File: src/rtl/dsp_pkg.sv
// Shared definitions for the DSP48A1 downstream result path.
// Holds the P-port width and the round-half-up / saturate helper that
// reduces a 48-bit P result to a narrower signed output word.
package dsp_pkg;

    localparam int P_W = 48;

    // Result of round_sat: word is the reduced value sign-extended to P_W
    // bits (callers keep the low OUT_W bits), sat flags a clipped value.
    typedef struct packed {
        logic [P_W-1:0] word;
        logic           sat;
    } rs_t;

    // Round-half-up by discarding 'shift' LSBs, then clip to a signed
    // 'out_w'-bit range. The sum is formed at P_W+1 bits so that adding the
    // half-LSB to the largest positive P cannot wrap.
    function automatic rs_t round_sat(input logic [P_W-1:0] p,
                                      input int             shift,
                                      input int             out_w);
        logic signed [P_W:0] sum;
        logic signed [P_W:0] r;
        logic signed [P_W:0] max_v;
        logic signed [P_W:0] min_v;
        rs_t                 res;
        sum = $signed({p[P_W-1], p});
        if (shift > 0) begin
            sum = sum + (49'sd1 <<< (shift - 1));
        end
        r     = sum >>> shift;
        max_v = (49'sd1 <<< (out_w - 1)) - 49'sd1;
        min_v = -(49'sd1 <<< (out_w - 1));
        res.sat = 1'b1;
        if (r > max_v) begin
            res.word = max_v[P_W-1:0];
        end else if (r < min_v) begin
            res.word = min_v[P_W-1:0];
        end else begin
            res.word = r[P_W-1:0];
            res.sat  = 1'b0;
        end
        return res;
    endfunction

endpackage

File: src/rtl/dsp_result_collector_if.sv
// Signal bundle between the DSP result collector and its neighbours.
//   p, carryout, p_valid : sample from the DSP slice
//   dout, dout_sat, dout_carry, dout_valid, dout_ready : output handshake
//   level, ovf_err, clr_err : occupancy and sticky drop flag control
// master = the surrounding logic, slave = the collector.
interface dsp_result_collector_if #(
    parameter int OUT_W = 24,
    parameter int DEPTH = 8
);
    import dsp_pkg::*;

    localparam int LW = $clog2(DEPTH) + 1;

    logic [P_W-1:0]   p;
    logic             carryout;
    logic             p_valid;
    logic [OUT_W-1:0] dout;
    logic             dout_sat;
    logic             dout_carry;
    logic             dout_valid;
    logic             dout_ready;
    logic [LW-1:0]    level;
    logic             ovf_err;
    logic             clr_err;

    modport master (
        output p, carryout, p_valid, dout_ready, clr_err,
        input  dout, dout_sat, dout_carry, dout_valid, level, ovf_err
    );

    modport slave (
        input  p, carryout, p_valid, dout_ready, clr_err,
        output dout, dout_sat, dout_carry, dout_valid, level, ovf_err
    );

endinterface

File: src/rtl/dsp_sync_fifo.sv
// Single-clock FIFO with occupancy count.
//   clk, rst_n : clock, async active-low reset (empties the FIFO)
//   push/wdata : write request and data
//   pop/rdata  : read request, head data (combinational from storage)
//   full, empty, level : status
// A push while full is accepted only if a pop happens in the same cycle;
// a pop while empty is ignored, so push+pop on an empty FIFO is push only.
module dsp_sync_fifo #(
    parameter int W     = 26,
    parameter int DEPTH = 8
) (
    input  logic                       clk,
    input  logic                       rst_n,
    input  logic                       push,
    input  logic                       pop,
    input  logic [W-1:0]               wdata,
    output logic [W-1:0]               rdata,
    output logic                       full,
    output logic                       empty,
    output logic [$clog2(DEPTH):0]     level
);

    localparam int AW = $clog2(DEPTH);
    localparam int LW = AW + 1;
    localparam logic [LW-1:0] FULL_CNT = LW'(DEPTH);

    logic [W-1:0]  mem [DEPTH];
    logic [AW-1:0] wr_ptr;
    logic [AW-1:0] rd_ptr;
    logic [LW-1:0] count;
    logic          do_push;
    logic          do_pop;

    assign full    = (count == FULL_CNT);
    assign empty   = (count == '0);
    assign do_pop  = pop && !empty;
    assign do_push = push && (!full || do_pop);
    assign rdata   = mem[rd_ptr];
    assign level   = count;

    always_ff @(posedge clk) begin
        if (do_push) begin
            mem[wr_ptr] <= wdata;
        end
    end

    // Pointers are AW bits so they wrap modulo DEPTH without compare logic.
    always_ff @(posedge clk or negedge rst_n) begin
        if (!rst_n) begin
            wr_ptr <= '0;
            rd_ptr <= '0;
            count  <= '0;
        end else begin
            if (do_push) begin
                wr_ptr <= wr_ptr + AW'(1);
            end
            if (do_pop) begin
                rd_ptr <= rd_ptr + AW'(1);
            end
            if (do_push && !do_pop) begin
                count <= count + LW'(1);
            end else if (do_pop && !do_push) begin
                count <= count - LW'(1);
            end
        end
    end

endmodule

File: src/rtl/dsp_result_collector.sv
// Downstream stage of the DSP48A1 slice: rounds/saturates each valid P
// result to OUT_W bits, registers it, then queues it in a DEPTH-entry FIFO
// with a valid/ready output. Samples arriving at a full FIFO with no pop
// are dropped and flagged on the sticky ovf_err.
//   clk, rst_n : clock, async active-low reset
//   bus        : dsp_result_collector_if slave (sample in, result out,
//                level, ovf_err, clr_err)
module dsp_result_collector
    import dsp_pkg::*;
#(
    parameter int OUT_W = 24,
    parameter int SHIFT = 12,
    parameter int DEPTH = 8
) (
    input  logic                    clk,
    input  logic                    rst_n,
    dsp_result_collector_if.slave   bus
);

    localparam int W  = OUT_W + 2;
    localparam int LW = $clog2(DEPTH) + 1;

    rs_t              rs;
    logic             unused_hi;
    logic             stg_valid;
    logic [OUT_W-1:0] stg_word;
    logic             stg_sat;
    logic             stg_carry;

    logic [W-1:0]     head;
    logic             full;
    logic             empty;
    logic [LW-1:0]    level;
    logic             pop;
    logic             push;
    logic             drop;
    logic             ovf_err;

    always_comb rs = round_sat(bus.p, SHIFT, OUT_W);

    // Upper bits are only the sign extension of the clipped word.
    assign unused_hi = ^rs.word[P_W-1:OUT_W];

    // Stage 1 never stalls; back-pressure is resolved at the FIFO input.
    always_ff @(posedge clk or negedge rst_n) begin
        if (!rst_n) begin
            stg_valid <= 1'b0;
            stg_word  <= '0;
            stg_sat   <= 1'b0;
            stg_carry <= 1'b0;
        end else begin
            stg_valid <= bus.p_valid;
            if (bus.p_valid) begin
                stg_word  <= rs.word[OUT_W-1:0];
                stg_sat   <= rs.sat;
                stg_carry <= bus.carryout;
            end
        end
    end

    assign pop  = bus.dout_ready && !empty;
    assign push = stg_valid && (!full || pop);
    assign drop = stg_valid && full && !pop;

    dsp_sync_fifo #(
        .W     (W),
        .DEPTH (DEPTH)
    ) u_fifo (
        .clk   (clk),
        .rst_n (rst_n),
        .push  (push),
        .pop   (pop),
        .wdata ({stg_word, stg_sat, stg_carry}),
        .rdata (head),
        .full  (full),
        .empty (empty),
        .level (level)
    );

    // A drop in the same cycle as a clear keeps the flag set.
    always_ff @(posedge clk or negedge rst_n) begin
        if (!rst_n) begin
            ovf_err <= 1'b0;
        end else if (drop) begin
            ovf_err <= 1'b1;
        end else if (bus.clr_err) begin
            ovf_err <= 1'b0;
        end
    end

    // Head fields are forced to zero while empty so stale storage never leaks.
    assign bus.dout       = empty ? '0 : head[W-1:2];
    assign bus.dout_sat   = empty ? 1'b0 : head[1];
    assign bus.dout_carry = empty ? 1'b0 : head[0];
    assign bus.dout_valid = !empty;
    assign bus.level      = level;
    assign bus.ovf_err    = ovf_err;

endmodule

File: src/flat_wrapper.sv
// flat-port wrapper written by rule: the top's interface ports become plain ports
module dsp_result_collector_flat import dsp_pkg::*;
#(
    parameter int OUT_W = 24,
    parameter int SHIFT = 12,
    parameter int DEPTH = 8
)
  (clk, rst_n, bus_p, bus_carryout, bus_p_valid, bus_dout_ready, bus_clr_err, bus_dout, bus_dout_sat, bus_dout_carry, bus_dout_valid, bus_level, bus_ovf_err);
  dsp_result_collector_if #(.OUT_W(OUT_W), .DEPTH(DEPTH)) bus_i ();
  input  logic clk;
  input  logic rst_n;
  input wire logic [$bits(bus_i.p)-1:0] bus_p;
  input wire logic [$bits(bus_i.carryout)-1:0] bus_carryout;
  input wire logic [$bits(bus_i.p_valid)-1:0] bus_p_valid;
  input wire logic [$bits(bus_i.dout_ready)-1:0] bus_dout_ready;
  input wire logic [$bits(bus_i.clr_err)-1:0] bus_clr_err;
  output wire logic [$bits(bus_i.dout)-1:0] bus_dout;
  output wire logic [$bits(bus_i.dout_sat)-1:0] bus_dout_sat;
  output wire logic [$bits(bus_i.dout_carry)-1:0] bus_dout_carry;
  output wire logic [$bits(bus_i.dout_valid)-1:0] bus_dout_valid;
  output wire logic [$bits(bus_i.level)-1:0] bus_level;
  output wire logic [$bits(bus_i.ovf_err)-1:0] bus_ovf_err;
  assign bus_i.p = bus_p;
  assign bus_i.carryout = bus_carryout;
  assign bus_i.p_valid = bus_p_valid;
  assign bus_i.dout_ready = bus_dout_ready;
  assign bus_i.clr_err = bus_clr_err;
  assign bus_dout = bus_i.dout;
  assign bus_dout_sat = bus_i.dout_sat;
  assign bus_dout_carry = bus_i.dout_carry;
  assign bus_dout_valid = bus_i.dout_valid;
  assign bus_level = bus_i.level;
  assign bus_ovf_err = bus_i.ovf_err;
  dsp_result_collector #(.OUT_W(OUT_W), .SHIFT(SHIFT), .DEPTH(DEPTH)) u_core (.clk(clk), .rst_n(rst_n), .bus(bus_i));
endmodule
File: config.mk
export PLATFORM = sky130hd
export DESIGN_NAME = dsp_result_collector_flat
export DESIGN_NICKNAME = d
export VERILOG_FILES = /design/src/rtl/dsp_pkg.sv /design/src/rtl/dsp_result_collector_if.sv /design/src/rtl/dsp_sync_fifo.sv /design/src/rtl/dsp_result_collector.sv /design/src/flat_wrapper.sv
export SDC_FILE = /design/constraint.sdc
export NUM_CORES = 1
export LEC_CHECK = 0
export BUFFER_PORTS_ARGS = -buffer_cell sky130_fd_sc_hd__buf_4
export CELL_PAD_IN_SITES_DETAIL_PLACEMENT = 0
export CELL_PAD_IN_SITES_GLOBAL_PLACEMENT = 1
export CORE_UTILIZATION = 51
export DETAILED_ROUTE_END_ITERATION = 10
export PLACE_DENSITY = 0.87
export SETUP_SLACK_MARGIN = 0.02
export SLEW_MARGIN = 20
export SYNTH_ARGS = -nofsm -noshare
export SYNTH_HDL_FRONTEND = slang
export SYNTH_SLANG_ARGS = --single-unit
export TNS_END_PERCENT = 50
File: constraint.sdc
create_clock -name clk -period 4.7 [get_ports clk]
set_input_delay 0.47 -clock clk [delete_from_list [all_inputs] [get_ports clk]]
set_output_delay 0.47 -clock clk [all_outputs]
set_load 0.01 [all_outputs]
# Yosys cells after proc, flatten, opt, wreduce, memory -nomap -nowiden

Memory sizes are Yosys's and may differ from the RTL's.
Index checks and enable logic that the tools add are counted.

Register bits: 38
RAM bits: 208
Output and inout bits: 32
Logic and storage cells: 48
Memories: 1

Memories:

| memory            | depth | bits a word | rd ports | clocked after memory_dff | wr ports | line                | text |
|---|---|---|---|---|---|---|---|
| u_core.u_fifo.mem | 8     | 26          | 1        | 0                        | 1        | dsp_sync_fifo.sv:27 | `logic [W-1:0] mem [DEPTH];` |

$add $sub $neg: 5
Magnitude comparators: 2
Equal/unequal tests: 1
Muxes and demuxes: 13
Reduce and logical (&&, ||, !) cells: 18

Operators with widths:

| operator                                                                          | number |
|---|---|
| 24-bit 2-to-1 mux                                                                 | 3 |
| 48-bit by 13-bit adder with 49-bit output, second input constant                  | 1 |
| 37-bit by 24-bit greater-than comparator with 1-bit output, second input constant | 1 |
| 37-bit by 24-bit less-than comparator with 1-bit output, second input constant    | 1 |
| 1-bit logical AND                                                                 | 8 |
| 1-bit 2-to-1 mux                                                                  | 8 |
| 4-bit 2-to-1 mux                                                                  | 2 |
| 3-bit by 1-bit adder with 3-bit output, second input constant                     | 2 |
| 1-bit zero test                                                                   | 5 |
| 4-bit by 1-bit adder with 4-bit output, second input constant                     | 1 |
| 4-bit == test, second input constant                                              | 1 |
| 4-bit zero test                                                                   | 1 |
| 2-bit nonzero test                                                                | 2 |
| 4-bit by 1-bit subtractor with 4-bit output, second input constant                | 1 |
| 1-bit logical OR                                                                  | 2 |

# Depth between registers and ports, before layout

Gate-level depths: netlist (run 1).

Depth after elaboration: 10
Mapped depth: 12
Gate-level depth less buffers: 11

# Hierarchy

From an unflattened synthesis (run 1), not the netlist that was laid out.

Cells, all modules: 702
Area, all modules: 10975.5 sq um

Modules (own cells, without submodules):

| module               | times used | cells each | area an instance (sq um) | sequential area each (sq um) |
|---|---|---|---|---|
| dsp_sync_fifo        | 1          | 364        | 8468.1                   | 6496.2 |
| dsp_result_collector | 1          | 338        | 2507.4                   | 700.7 |

# Worst setup path before layout (run 1)

OpenSTA, ideal clock, no wires.

Path kind: register to register
Start point: reg u_core.u_fifo.count[0], in the netlist u_core.u_fifo.level[0]
End point: mem u_core.u_fifo.mem[0][0], enable pin
Arrival: 2.931 ns
Data required time: 4.258 ns
Setup slack: 1.327 ns
Cell stages (with the launch flop): 7
Period minus slack after synthesis: 3.373 ns
Cells stage by stage: dfrtp_1 -> nor3_1 -> nand3b_1 -> and2_1 -> clkbuf_1 -> nand2b_1 -> nor3_1

Word-level cells in the longest chain between the ends: 8

RTL lines:

| element                                                      | line                                            | text |
|---|---|---|
| from (decl)                                                  | dsp_sync_fifo.sv:30                             | `logic [LW-1:0] count;` |
| from (signal assigned)                                       | dsp_sync_fifo.sv:61                             | `count <= count + LW'(1);` |
| from (signal assigned)                                       | dsp_sync_fifo.sv:63                             | `count <= count - LW'(1);` |
| 4-bit zero test                                              | dsp_sync_fifo.sv:35                             | `assign empty = (count == '0);` |
| 1-bit zero test                                              | dsp_sync_fifo.sv:36, dsp_result_collector.sv:61 |  |
| 1-bit logical AND                                            | dsp_result_collector.sv:61                      | `assign pop = bus.dout_ready && !empty;` |
| 1-bit logical OR / 1-bit logical AND (equally long branches) | dsp_result_collector.sv:62, dsp_sync_fifo.sv:36 |  |
| 1-bit logical AND / 1-bit logical OR (equally long branches) | dsp_result_collector.sv:62, dsp_sync_fifo.sv:37 |  |
| 1-bit logical AND *                                          | dsp_sync_fifo.sv:37                             | `assign do_push = push && (!full \|\| do_pop);` |
| via u_core.u_fifo.do_push                                    | dsp_sync_fifo.sv:31                             | `logic do_push;` |
| 1-bit 2-to-1 mux *                                           | dsp_sync_fifo.sv:42                             | `if (do_push) begin` |
| 1-bit 2-to-1 mux (not written as such) *                     | dsp_sync_fifo.sv:43                             | `mem[wr_ptr] <= wdata;` |
| to (decl)                                                    | dsp_sync_fifo.sv:27                             |  |

Mark *: on every way through the listed nets, which the timed path passes. The rest lies on a longest branch.

# Worst setup path in the final report (run 1)

Start point: reg u_core.u_fifo.rd_ptr[1]
End point: out bus_dout[0]

Word-level cells in the longest chain between the ends: 2

RTL lines:

| element                | line                       | text |
|---|---|---|
| from (decl)            | dsp_sync_fifo.sv:29        | `logic [AW-1:0] rd_ptr;` |
| from (signal assigned) | dsp_sync_fifo.sv:58        | `rd_ptr <= rd_ptr + AW'(1);` |
| memory 8 x 26 bit      | -                          |  |
| 24-bit 2-to-1 mux      | dsp_result_collector.sv:92 | `assign bus.dout = empty ? '0 : head[W-1:2];` |
| to (decl)              | flat_wrapper.sv:17         | `output wire logic [$bits(bus_i.dout)-1:0] bus_dout;` |

No other way between the ends.

==> results of run 1 <==
## power by group
group,switching (W),internal (W)
clock network,0.000746,0.00105
logic,0.00101,0.00106
registers,0.000296,0.00275
## logic make-up after synthesis
kind of cell	Yosys count	synth area share, %
fa+ha+maj	7	0.902
xor+xnor	33	2.74
buf+inv	36	1.53
simple gates	134	6.96
flops	246	68.2
mux	85	14.3
compound gates	94	5.32
## through the flow
| step | instances | hold slack, ps | area [um2] |
|---|---|---|---|
| after global placement | 958 | 463 | 11400 |
| after global routing | 1002 | 132 | 12200 |
| after detailed placement | 958 | 470 | 11400 |
| after CTS | 1001 | 121 | 12200 |
| after floorplan | 635 | 174 | 10500 |
| final | 1002 | 134 | 12200 |
## cell usage after synthesis, types with 2 or more instances
master / count / area [um2]
a21oi_1: 3 / 15.0
a31oi_1: 5 / 31.3
and2_1: 3 / 18.8
and3_1: 6 / 37.5
and4_1: 5 / 43.8
buf_1: 9 / 33.8
buf_2: 3 / 15.0
buf_6: 3 / 33.8
clkbuf_1: 15 / 56.3
dfrtp_1: 38 / 951
edfxtp_1: 208 / 6250
ha_1: 6 / 75.1
inv_1: 6 / 22.5
mux2_2: 5 / 56.3
mux2i_1: 28 / 280
mux4_2: 52 / 1170
nand2_1: 18 / 67.6
nand2b_1: 5 / 31.3
nand3_1: 15 / 75.1
nand3b_1: 2 / 15.0
nand4_1: 12 / 75.1
nand4_4: 2 / 42.5
nor2_1: 48 / 180
nor3_1: 6 / 30.0
nor3b_1: 3 / 22.5
o2111ai_1: 2 / 17.5
o21ai_0: 26 / 130
o21ai_1: 44 / 220
o21ai_2: 2 / 17.5
o31ai_1: 3 / 22.5
xnor2_1: 23 / 201
xor2_1: 10 / 87.6
## path summary, 6_finish.rpt
kind                                            to  slack, ps  cells past startpoint
max in group asynchronous  u_core.u_fifo.rd_ptr[0]       3830                      2
hold / removal                  u_core.bus.ovf_err        130                      2
setup / recovery                       bus_dout[0]       1590                      5
min in group asynchronous   u_core.u_fifo.level[3]        470                      2
hold reg to reg                 u_core.bus.ovf_err        520                      2
setup reg to reg            u_core.u_fifo.level[3]       1910                     12
## sequential cells by signal (all words and copies together) (netlist names)
name and count:
u_core.u_fifo.mem 208, u_core.u_fifo.wr_ptr 3, u_core.stg_carry 1, u_core.u_fifo.rd_ptr 3, u_core.stg_word 24, u_core.stg_sat 1
u_core.bus.ovf_err 1, u_core.stg_valid 1, u_core.u_fifo.level 4
## area by class of cell
class | instances | area [um2]
inverter | 6 | 22.5
fill | 1428 | 8030
clock buffer | 32 | 629
clock inverter | 10 | 100
multi-input combinational | 353 | 3250
sequential | 246 | 7200
tap | 270 | 338
timing repair buffer | 85 | 661
## layer usage
layer,track usage [%],vias up,share of wire [%]
met3,2.57,32,5.7
li1,-,2681,-
met2,33.5,225,50
met5,0,-,0
met1,28.2,2957,42
met4,7.00,0,2.1
## critical path: stages (launching register included)
cell and delay (ps):
dfrtp_2 750, buf_4 500, mux4_2 390, mux2i_1 230, nor2_1 80, buf_4 160
==> reports/results.ini, run 1 <==
[outcome]
outcome = finished, final reports clean

[drt]
wl_per_cell_um = 21.1
drc = 0
dr.pass1.iters = 5
drt-initial-drc-count = 476
vias_per_cell = 5.88
vias = 5895
wirelength_um = 21100
antenna_left = 0

[global_route]
antenna_found_initial = 0
gr-usage-all-layers_pct = 20.3
grt_overflow_total = 0
grt_pass1_wl_um = 32900
grt_max_degree = 55
first_global_vias = 5845

[clock_tree]
hold_buffers = 1
cts_inserted_buffers = 23
h-tree-depth = 1
cts_resized = 0
cts_sinks = 246
clock_latency_ps = 520
clk_path_buf_depth = 3
path_clk_slew_ps = 60
root_buffer = clkbuf_16
cts_tree = done
post_cts_buffers = 0

[synthesis]
synth_edf_count = 208
ys_seq_area_share_pct = 68.2
yosysWarningCount = 0
synth_cells = 635
synth-main-ff-cell = edfxtp_1
ys_types = 51
netlist_area_um2 = 10500
synth.avg_cell_area_um2 = 16.6
ys_ff_latch = 246
syn-num-nets = 696
async_reset_ff_share_pct = 15.4

[placed_design]
globalplace.congestion = 0.817
dp_hpwl_um = 12800
dpl_worst_slack_ps = 1330
port_buffers = 74

[cells_and_area]
nNetsFinal = 776
layout_commonest_cell = edfxtp_1
insertedDiodeCount = 0
postLayoutCoreUtil_pct = 60.3
layout-drive-gt1-share_pct = 26.6
syn_to_final_growth_pct = 15.7
mostFrequentLayoutCells = 208 x edfxtp_1, 83 x buf_4, 52 x mux4_2

[pwr]
power_density_nw_per_um2 = 566
p_total_w = 0.00691
leakagePower_nw = 4.11
irDropWorstVdd_mv = 0.236

[floorplan]
dieHeight_um = 146
fp.dieW_um = 146
io_pins = 86
core-area_um2 = 20200
rows = 52
dieArea_um2 = 21300
initial_utilization_pct = 52.1

[timing]
skew_ps = 16.6
hold_viol_final = 0
clock.fmax_mhz = 322
finalMaxSlewViolations = 0
fin_setup_tns_ps = 0
setup_viol = 0
tightestPinTransition_ps = 1050
fin_crit_ps = 3110
rsz0062_at_grt = no
slew_headroom_pct = 29.6
finalCritPeriodShare_pct = 66.2
fin_ws_ps = 1590

[setup_path]
crit_type = reg -> out
cp.required_ps = 4230
cp-end-kind = output port
r2r_start = u_core.u_fifo.level[0]
cp-start-kind = register
critPathLaunch = u_core.u_fifo.rd_ptr[1]
crit_arrival_ps = 2640
crit_path_max_fanout = 30

[min_path]
holdCritStartpoint = bus_clr_err
min_path_type = in -> reg

[job]
max_cap_violations = 0

Power figures use the tool's default switching activity.
==> inputs of run 2 (changes only) <==
Settings changed: CORE_UTILIZATION 51 to 46, PLACE_DENSITY 0.87 to 0.83.
Clock period 4.7 ns to 2.82 ns, I/O delays scaled along.
==> reports/results.ini, run 2 (synthesized netlist as in run 1, its figures left out) <==
[clock_tree]
cts_tree = done
root_buffer = clkbuf_16
clk_path_buf_depth = 3
path_clk_slew_ps = 60
clock_latency_ps = 500
h-tree-depth = 1
cts_inserted_buffers = 23
cts_sinks = 246

[timing]
setup_viol = 0
hold_viol_final = 0
fin_setup_tns_ps = 0
rsz0062_at_grt = no
clock.fmax_mhz = 379
whs_ps = 19.4
finalCritPeriodShare_pct = 93.6
fin_ws_ps = 180
finalMaxSlewViolations = 0
skew_ps = 7.34
slew_headroom_pct = 57.2
tightestPinTransition_ps = 643
fin_crit_ps = 2640

[placed_design]
dpl_worst_slack_ps = 86.0
globalplace.congestion = 0.793
placed_area_um2 = 11700
dp_hpwl_um = 13600
port_buffers = 74

[global_route]
grt_pass1_wl_um = 33700
grt_max_degree = 53
grt_overflow_total = 0
first_global_vias = 6063
antenna_found_initial = 0
gr-usage-all-layers_pct = 18.9

[setup_path]
crit_path_max_fanout = 9
cp-end-kind = output port
cp-start-kind = register
rr_worst_depth = 11
cp.required_ps = 2540
path_depth = 5
crit_type = reg -> out
crit_path_end = bus_dout[15]
cp_slowest_cell = dfrtp_4
r2r-end = u_core.u_fifo.level[3]
crit_arrival_ps = 2360
r2r_slack_ps = 340
r2r_start = u_core.u_fifo.level[0]
critical_path.cell_chain = buf_4 -> mux4_2 -> mux2i_1 -> nor2_1 -> buf_4
critPathLaunch = u_core.u_fifo.rd_ptr[0]
slowest_delay_ps = 520
crit_top_cell = buf_4
cpLargestDelayFamily = multiplexers
critical_path_buf_inv_count = 2

[drt]
drt-initial-drc-count = 486
vias = 5935
wl_per_cell_um = 20.8
drc = 2
dr.pass1.iters = 7
vias_per_cell = 5.69
antenna_left = 0
wirelength_um = 21700

[cells_and_area]
layout-drive-gt1-share_pct = 28.8
multi_input_area_um2 = 3220
layout_commonest_cell = edfxtp_1
seqCellArea_um2 = 7200
top_register = u_core.u_fifo.mem
syn_to_final_growth_pct = 18.0
nNetsFinal = 804
fillerInstances = 1737
insertedDiodeCount = 0
mostFrequentLayoutCells = 208 x edfxtp_1, 104 x buf_4, 52 x mux4_2
largest_reg_flops = 208
design_area_um2 = 12400

[floorplan]
dieHeight_um = 153
fp.dieW_um = 153
dieArea_um2 = 23500
initial_utilization_pct = 46.7
rows = 55
io_pins = 86
core-area_um2 = 22600

[min_path]
hold_depth = 2
min_path_type = in -> reg

[pwr]
intPower_w = 0.00818
sw_frac_of_total_pct = 29.4
power_density_nw_per_um2 = 931
leakagePower_nw = 4.24
power_frac_seq_pct = 43.3
pwr-share-comb_pct = 31.8
power.net_switching_w = 0.00340
irDropWorstVdd_mv = 0.422
clockPowerShare_pct = 24.9

[outcome]
outcome = complete, but fails checks
failed_checks = DRC

[job]
max_cap_violations = 0

run 2: worst min path at each step:
stage                      start                 endpoint
finish              bus_carryout         u_core.stg_carry
global route        bus_carryout         u_core.stg_carry
global placement           rst_n  u_core.u_fifo.rd_ptr[2]
floorplan                  rst_n       u_core.bus.ovf_err
CTS                 bus_carryout         u_core.stg_carry
detailed placement         rst_n  u_core.u_fifo.rd_ptr[2]
run 2: what timing repair did:
action                                 CTS  global route
hold buffers                             2             0
setup endpoints to repair                0             9
setup buffers                            0             7
endpoints found under the hold margin   39             0
resized for setup                        0             1
run 2: layer usage:
metal  vias to the layer above  GRT usage [%]  part of all wire [%]
met1                      2989           25.5                    44
met2                       185           32.3                    49
met4                         0           5.95                   2.0
met3                        34           2.30                   5.0
met5                         -              0                     0
li1                       2727              -                     -
run 2: final cells by class:
type | instances | area share (%)
flip-flops and latches | 246 | 57.9
clock inverters | 10 | 0.754
clock buffers | 30 | 4.84
well taps | 285 | 2.87
multi-input cells | 353 | 25.9
repair buffers | 113 | 7.56
inverters | 6 | 0.181
run 2: per-stage QoR:
stage / std cells / power, W / util (%)
after floorplan: 635 / 0.00719 / -
after global placement: 994 / 0.00862 / 51.7
after detailed placement: 994 / 0.00875 / 51.7
after CTS: 1036 / 0.0116 / 54.9
after global routing: 1043 / 0.0121 / 55.1
final: 1043 / 0.0116 / 55.1
run 2: power groups by stage:
stage | sequential [W] | clock, W | combinational [W]
2_1_floorplan | 0.00485 | 0 | 0.00234
3_3_place_gp | 0.00507 | 0 | 0.00355
3_5_place_dp | 0.00514 | 0 | 0.00361
4_1_cts | 0.00507 | 0.00294 | 0.00363
5_1_grt | 0.00507 | 0.00306 | 0.00399
6_report | 0.00502 | 0.00288 | 0.00368
